### config.mk
export PLATFORM = sky130hd
export DESIGN_NAME = match_scorekeeper_flat
export DESIGN_NICKNAME = d
export VERILOG_FILES = /design/src/rtl/tow_pkg.sv /design/src/rtl/match_scorekeeper_if.sv /design/src/rtl/match_scorekeeper_seg7_digit.sv /design/src/rtl/match_scorekeeper.sv /design/src/flat_wrapper.sv
export SDC_FILE = /design/constraint.sdc
export NUM_CORES = 1
export LEC_CHECK = 0
export BUFFER_PORTS_ARGS = -buffer_cell sky130_fd_sc_hd__buf_2
export CORE_MARGIN = 2
export CORE_UTILIZATION = 53
export DETAILED_ROUTE_END_ITERATION = 12
export GPL_TIMING_DRIVEN = 1
export HOLD_SLACK_MARGIN = 0.03
export PLACE_DENSITY = 0.74
export SETUP_SLACK_MARGIN = 0.05
export SLEW_MARGIN = 20
export SYNTH_ARGS = -nofsm -noshare
export SYNTH_HDL_FRONTEND = slang
export SYNTH_SLANG_ARGS = --single-unit
### constraint.sdc
create_clock -name clk -period 2.8 [get_ports clk]
set_clock_uncertainty 0.15 [all_clocks]
set_input_delay 0.56 -clock clk [delete_from_list [all_inputs] [get_ports clk]]
set_output_delay 0.56 -clock clk [all_outputs]
set_load 0.01 [all_outputs]
### src/rtl/tow_pkg.sv
// tow_pkg: shared types and constants for the tug-of-war match scorekeeper.
//   sk_state_e  : scorekeeper FSM states
//   SEG_BLANK   : all segments off (active-low)
//   SEG_TABLE   : active-low {g..a} patterns for decimal digits 0..9
package tow_pkg;

    typedef enum logic [2:0] {
        PLAY       = 3'd0,
        HOLD       = 3'd1,
        RESTART    = 3'd2,
        WAIT_CLR   = 3'd3,
        MATCH_DONE = 3'd4
    } sk_state_e;

    localparam logic [6:0] SEG_BLANK = 7'b1111111;

    // Packed so that SEG_TABLE[n] is the pattern for digit n (entry 0 is the LSB slice).
    localparam logic [9:0][6:0] SEG_TABLE = {
        7'b0010000,   // 9
        7'b0000000,   // 8
        7'b1111000,   // 7
        7'b0000010,   // 6
        7'b0010010,   // 5
        7'b0011001,   // 4
        7'b0110000,   // 3
        7'b0100100,   // 2
        7'b1111001,   // 1
        7'b1000000    // 0
    };

endpackage

### src/rtl/match_scorekeeper_if.sv
// match_scorekeeper_if: bundle between the round logic / board IO and the scorekeeper.
//   round_over, left_won, new_match   : requests into the scorekeeper
//   round_restart, match_over, match_left, l_score, r_score, hex_l, hex_r : results
//   master modport = driver of the requests, slave modport = the scorekeeper
interface match_scorekeeper_if;

    logic       round_over;
    logic       left_won;
    logic       new_match;
    logic       round_restart;
    logic       match_over;
    logic       match_left;
    logic [3:0] l_score;
    logic [3:0] r_score;
    logic [6:0] hex_l;
    logic [6:0] hex_r;

    modport master (
        output round_over, left_won, new_match,
        input  round_restart, match_over, match_left, l_score, r_score, hex_l, hex_r
    );

    modport slave (
        input  round_over, left_won, new_match,
        output round_restart, match_over, match_left, l_score, r_score, hex_l, hex_r
    );

endinterface

### src/rtl/match_scorekeeper_seg7_digit.sv
// seg7_digit: combinational decode of a 4-bit value to active-low {g..a} segments.
//   digit_i : value to show (0..9 decoded, 10..15 blanked)
//   seg_o   : active-low segment pattern
module seg7_digit
    import tow_pkg::*;
(
    input  logic [3:0] digit_i,
    output logic [6:0] seg_o
);

    // Table lookup for decimal digits, blank for anything out of range.
    always_comb begin
        seg_o = SEG_BLANK;
        if (digit_i <= 4'd9) begin
            seg_o = SEG_TABLE[digit_i];
        end else begin
            seg_o = SEG_BLANK;
        end
    end

endmodule

### src/rtl/match_scorekeeper.sv
// match_scorekeeper: counts round wins per player, issues a delayed one-cycle
// round_restart after each non-final round, and latches the match winner.
//   clk   : system clock
//   reset : synchronous, active-low
//   bus   : slave side of match_scorekeeper_if (requests in, score/status out)
module match_scorekeeper
    import tow_pkg::*;
#(
    parameter int unsigned WINS_TO_MATCH = 5,
    parameter int unsigned RESTART_DELAY = 50_000_000
) (
    input  logic          clk,
    input  logic          reset,
    match_scorekeeper_if.slave bus
);

    localparam int unsigned CW = $clog2(RESTART_DELAY + 1);
    localparam logic [3:0]  WINS_C = 4'(WINS_TO_MATCH);

    sk_state_e     state_q, state_d;
    logic [3:0]    l_q, l_d, r_q, r_d;
    logic [CW-1:0] cnt_q, cnt_d;
    logic          restart_q, restart_d;
    logic          mo_q, mo_d;
    logic          ml_q, ml_d;

    logic [3:0]    win_next_s;

    // Score the round winner would have after this round is accepted.
    assign win_next_s = (bus.left_won ? l_q : r_q) + 4'd1;

    // State and output registers with synchronous active-low reset.
    always_ff @(posedge clk) begin
        if (!reset) begin
            state_q   <= PLAY;
            l_q       <= 4'd0;
            r_q       <= 4'd0;
            cnt_q     <= {CW{1'b0}};
            restart_q <= 1'b0;
            mo_q      <= 1'b0;
            ml_q      <= 1'b0;
        end else begin
            state_q   <= state_d;
            l_q       <= l_d;
            r_q       <= r_d;
            cnt_q     <= cnt_d;
            restart_q <= restart_d;
            mo_q      <= mo_d;
            ml_q      <= ml_d;
        end
    end

    // Next-state logic; round_restart is registered, so it is raised on the
    // transition into RESTART and is therefore high exactly while in RESTART.
    always_comb begin
        state_d   = state_q;
        l_d       = l_q;
        r_d       = r_q;
        cnt_d     = cnt_q;
        restart_d = 1'b0;
        mo_d      = mo_q;
        ml_d      = ml_q;

        if (bus.new_match) begin
            // Fresh match wins over anything else happening this cycle.
            l_d       = 4'd0;
            r_d       = 4'd0;
            mo_d      = 1'b0;
            ml_d      = 1'b0;
            state_d   = RESTART;
            restart_d = 1'b1;
        end else begin
            case (state_q)
                PLAY: begin
                    if (bus.round_over) begin
                        if (bus.left_won) begin
                            l_d = win_next_s;
                        end else begin
                            r_d = win_next_s;
                        end
                        if (win_next_s >= WINS_C) begin
                            state_d = MATCH_DONE;
                            mo_d    = 1'b1;
                            ml_d    = bus.left_won;
                        end else begin
                            state_d = HOLD;
                            cnt_d   = CW'(RESTART_DELAY - 1);
                        end
                    end else begin
                        state_d = PLAY;
                    end
                end
                HOLD: begin
                    if (cnt_q == {CW{1'b0}}) begin
                        state_d   = RESTART;
                        restart_d = 1'b1;
                    end else begin
                        cnt_d = cnt_q - CW'(1);
                    end
                end
                RESTART: begin
                    state_d = WAIT_CLR;
                end
                WAIT_CLR: begin
                    // Wait for the round logic to drop its level before counting again.
                    if (!bus.round_over) begin
                        state_d = PLAY;
                    end else begin
                        state_d = WAIT_CLR;
                    end
                end
                MATCH_DONE: begin
                    state_d = MATCH_DONE;
                    mo_d    = 1'b1;
                end
                default: begin
                    state_d = PLAY;
                end
            endcase
        end
    end

    assign bus.round_restart = restart_q;
    assign bus.match_over    = mo_q;
    assign bus.match_left    = ml_q;
    assign bus.l_score       = l_q;
    assign bus.r_score       = r_q;

    seg7_digit u_seg_l (
        .digit_i (l_q),
        .seg_o   (bus.hex_l)
    );

    seg7_digit u_seg_r (
        .digit_i (r_q),
        .seg_o   (bus.hex_r)
    );

endmodule

### src/flat_wrapper.sv
// flat-port wrapper written by rule: the top's interface ports become plain ports
module match_scorekeeper_flat import tow_pkg::*;
#(
    parameter int unsigned WINS_TO_MATCH = 5,
    parameter int unsigned RESTART_DELAY = 50_000_000
)
  (clk, reset, bus_round_over, bus_left_won, bus_new_match, bus_round_restart, bus_match_over, bus_match_left, bus_l_score, bus_r_score, bus_hex_l, bus_hex_r);
  match_scorekeeper_if bus_i ();
  input  logic clk;
  input  logic reset;
  input wire logic [$bits(bus_i.round_over)-1:0] bus_round_over;
  input wire logic [$bits(bus_i.left_won)-1:0] bus_left_won;
  input wire logic [$bits(bus_i.new_match)-1:0] bus_new_match;
  output wire logic [$bits(bus_i.round_restart)-1:0] bus_round_restart;
  output wire logic [$bits(bus_i.match_over)-1:0] bus_match_over;
  output wire logic [$bits(bus_i.match_left)-1:0] bus_match_left;
  output wire logic [$bits(bus_i.l_score)-1:0] bus_l_score;
  output wire logic [$bits(bus_i.r_score)-1:0] bus_r_score;
  output wire logic [$bits(bus_i.hex_l)-1:0] bus_hex_l;
  output wire logic [$bits(bus_i.hex_r)-1:0] bus_hex_r;
  assign bus_i.round_over = bus_round_over;
  assign bus_i.left_won = bus_left_won;
  assign bus_i.new_match = bus_new_match;
  assign bus_round_restart = bus_i.round_restart;
  assign bus_match_over = bus_i.match_over;
  assign bus_match_left = bus_i.match_left;
  assign bus_l_score = bus_i.l_score;
  assign bus_r_score = bus_i.r_score;
  assign bus_hex_l = bus_i.hex_l;
  assign bus_hex_r = bus_i.hex_r;
  match_scorekeeper #(.WINS_TO_MATCH(WINS_TO_MATCH), .RESTART_DELAY(RESTART_DELAY)) u_core (.clk(clk), .reset(reset), .bus(bus_i));
endmodule
==> reports/summary.txt <==
nets: 381
final core utilization: 62.1%
core area: 0.00511 mm2
Resize count post-CTS: 0
Post-Synth XOR/XNOR Area: 5.63%
hold buffer count at CTS: 0
Die H: 76.7 um
vias in the first global route: 2273
initial drt markers: 81
clock-pin transition on the worst setup and hold timing paths: 0.10 ns
Tcrit/Tclk final: 92.0%
most frequent cells in the layout: dfxtp_1 (54), nor2_1 (31), a21oi_1 (31)
Final TNS setup: 0 ns
RePlAce Congestion: 0.886
post-synthesis adder-cell area fraction: 6.25%
syn nets: 342
synthesized instance count: 323
post-route ant nets: 0
Hold Vio Cnt, Final: 0
GRT Residual Overflow: 0
status: complete, no violations
max-slew violations: 0
DR WL/cell: 13.7 um
Post-synth EDFFs: 0
Top Ports: 30
fin crit period: 2.57 ns
Mapped Area: 0.00280 mm2
Hold Path Class: register to register
post-synthesis mux area share: 2.55%
Max VDD drop: 0.251 mV
Yosys reg bits: 54
final instance area: 0.00317 mm2
maximum clock rate: 388 MHz
RR Startpoint: u_core.state_q[0]$_SDFFE_PN0P_
hold_sp: u_core.bus.match_over$_SDFFE_PN0P_
post-DP HPWL: 4.37 mm
largest net degree at the start of global routing: 20
layout cells sized above 1: 17.1%
Synth Area in Compound Gates: 19.7%
Cell Pwr Density: 516 mW/mm2
CP endpoint kind: register
clk root buf: clkbuf_8
Synth Area in Simple Gates: 22.2%
routed vias: 2438
DR vias/cell: 5.63
synth unique cells: 48
commonest non-fill, non-tap cell in the layout: dfxtp_1
maximum net fanout on the critical path: 10
drt first pass iters: 4
DRC viols: 0
CTS tree: done
Max-slew headroom: 48.1%
port bufs: 29
first-pass GRT wire length: 10.1 mm
Critical Path AT: 2.62 ns
R2R depth: 8
Finished Layout Cells: 433
Die X: 76.7 um
Crit Path Class: register to register
P&R area growth vs syn: 13.2%
DRT Wirelength: 5.92 mm
worst r2r dst: u_core.cnt_q[8]$_SDFFE_PN0P_
FF-to-FF setup slack: 0.23 ns
largest family of logic cells by synthesized area: simple AND/OR/NAND/NOR gates
die area: 0.00588 mm2
Startpoint Class: register
sequential share of the synthesized area: 38.6%
CTS Buf Count: 5
Min Hold Slack: 0.306 ns
CP Data Required Time: 2.85 ns
leakage: 1.36 nW
post-synthesis average cell area: 8.67 um2
asr flop ratio synth: 0%
Placed Cells: 425
H-tree depth reported by CTS: 2
clk buf depth: 2
# setup viols final: 0
# rows: 26
initial antenna violation count: 0
setup slack after layout: 0.225 ns
Initial Util: 54.9%
Worst Hold Depth: 1
YS warnings: 0
RSZ-0062 raised after global routing: false
Least-Margin Pin Slew: 0.777 ns
Post-Place Worst Slack: 0.00207 ns
Worst-Skew Late Latency: 0.31 ns
overall power: 1.64 mW
gr usage total: 20.9%
clk sinks: 54
placed cell areas: 0.00308 mm2
top_reg_cell synth: dfxtp_1
n_diodes: 0
post-CTS setup buffer count: 0
# Max-Cap Violations: 0
Worst Hold Endpoint: u_core.bus.match_over$_SDFFE_PN0P_
-- logic make-up after synthesis --
logic type	after synthesis
xor+xnor	18
compound gates	84
mux	7
fa+ha+maj	14
buf+inv	31
flops	54
simple gates	115
-- routing by layer --
layer,vias up,track usage (%),share of wire (%)
li1,1231,-,-
met1,1140,26.2,46
met2,57,35.5,49
met3,10,4.59,3.8
met4,0,7.27,1.5
met5,-,0,0
-- layout make-up --
cell class,instances,area (um2)
Fill cell,454,1940
Multi-Input combinational cell,238,1580
Sequential cell,54,1080
Timing Repair Buffer,44,258
Tap cell,70,87.6
Inverter,19,71.3
Clock buffer,5,68.8
Clock inverter,3,25.0
-- synthesized netlist by cell type (all sizes together) (3+ instances only) --
cell | n | area, um2
a211o | 3 | 26.3
a211oi | 3 | 22.5
a21o | 3 | 22.5
a21oi | 33 | 173
a311oi | 3 | 26.3
buf | 5 | 43.8
clkbuf | 7 | 26.3
dfxtp | 54 | 1080
ha | 14 | 175
inv | 19 | 71.3
mux2i | 6 | 60.1
nand2 | 18 | 67.6
nand2b | 18 | 113
nand3 | 9 | 45.0
nand4 | 3 | 18.8
nand4b | 4 | 35.0
nor2 | 32 | 123
nor3 | 7 | 35.0
nor3b | 3 | 22.5
nor4 | 7 | 56.3
nor4b | 3 | 32.5
o211ai | 11 | 82.6
o21ai | 17 | 85.1
or3 | 7 | 43.8
xnor2 | 5 | 43.8
xor2 | 13 | 114
-- worst max path at each step --
stage	endpoint	start
final	u_core.cnt_q[8]$_SDFFE_PN0P_	u_core.state_q[0]$_SDFFE_PN0P_
after floorplan	u_core.cnt_q[15]$_SDFFE_PN0P_	bus_left_won
after CTS	register	u_core.state_q[1]$_SDFFE_PN0P_
after global routing	register	u_core.state_q[0]$_SDFFE_PN0P_
after global placement	u_core.cnt_q[3]$_SDFFE_PN0P_	bus_left_won
after detailed placement	u_core.cnt_q[5]$_SDFFE_PN0P_	bus_left_won
-- power breakdown --
part / internal, mW / switching, mW / leakage, nW
registers: 0.809 / 0.0409 / 0.440
logic: 0.143 / 0.199 / 0.879
clock network: 0.181 / 0.262 / 0.0447
-- worst max-delay path, stage by stage (launching register included) --
cell	delay, ns
dfxtp_1	0.46
or3b_2	0.53
nor2_1	0.20
o21a_1	0.35
buf_4	0.24
o21ai_1	0.09
buf_4	0.18
o21ai_0	0.18
a21oi_1	0.09
(Power assumes the default switching activity.)
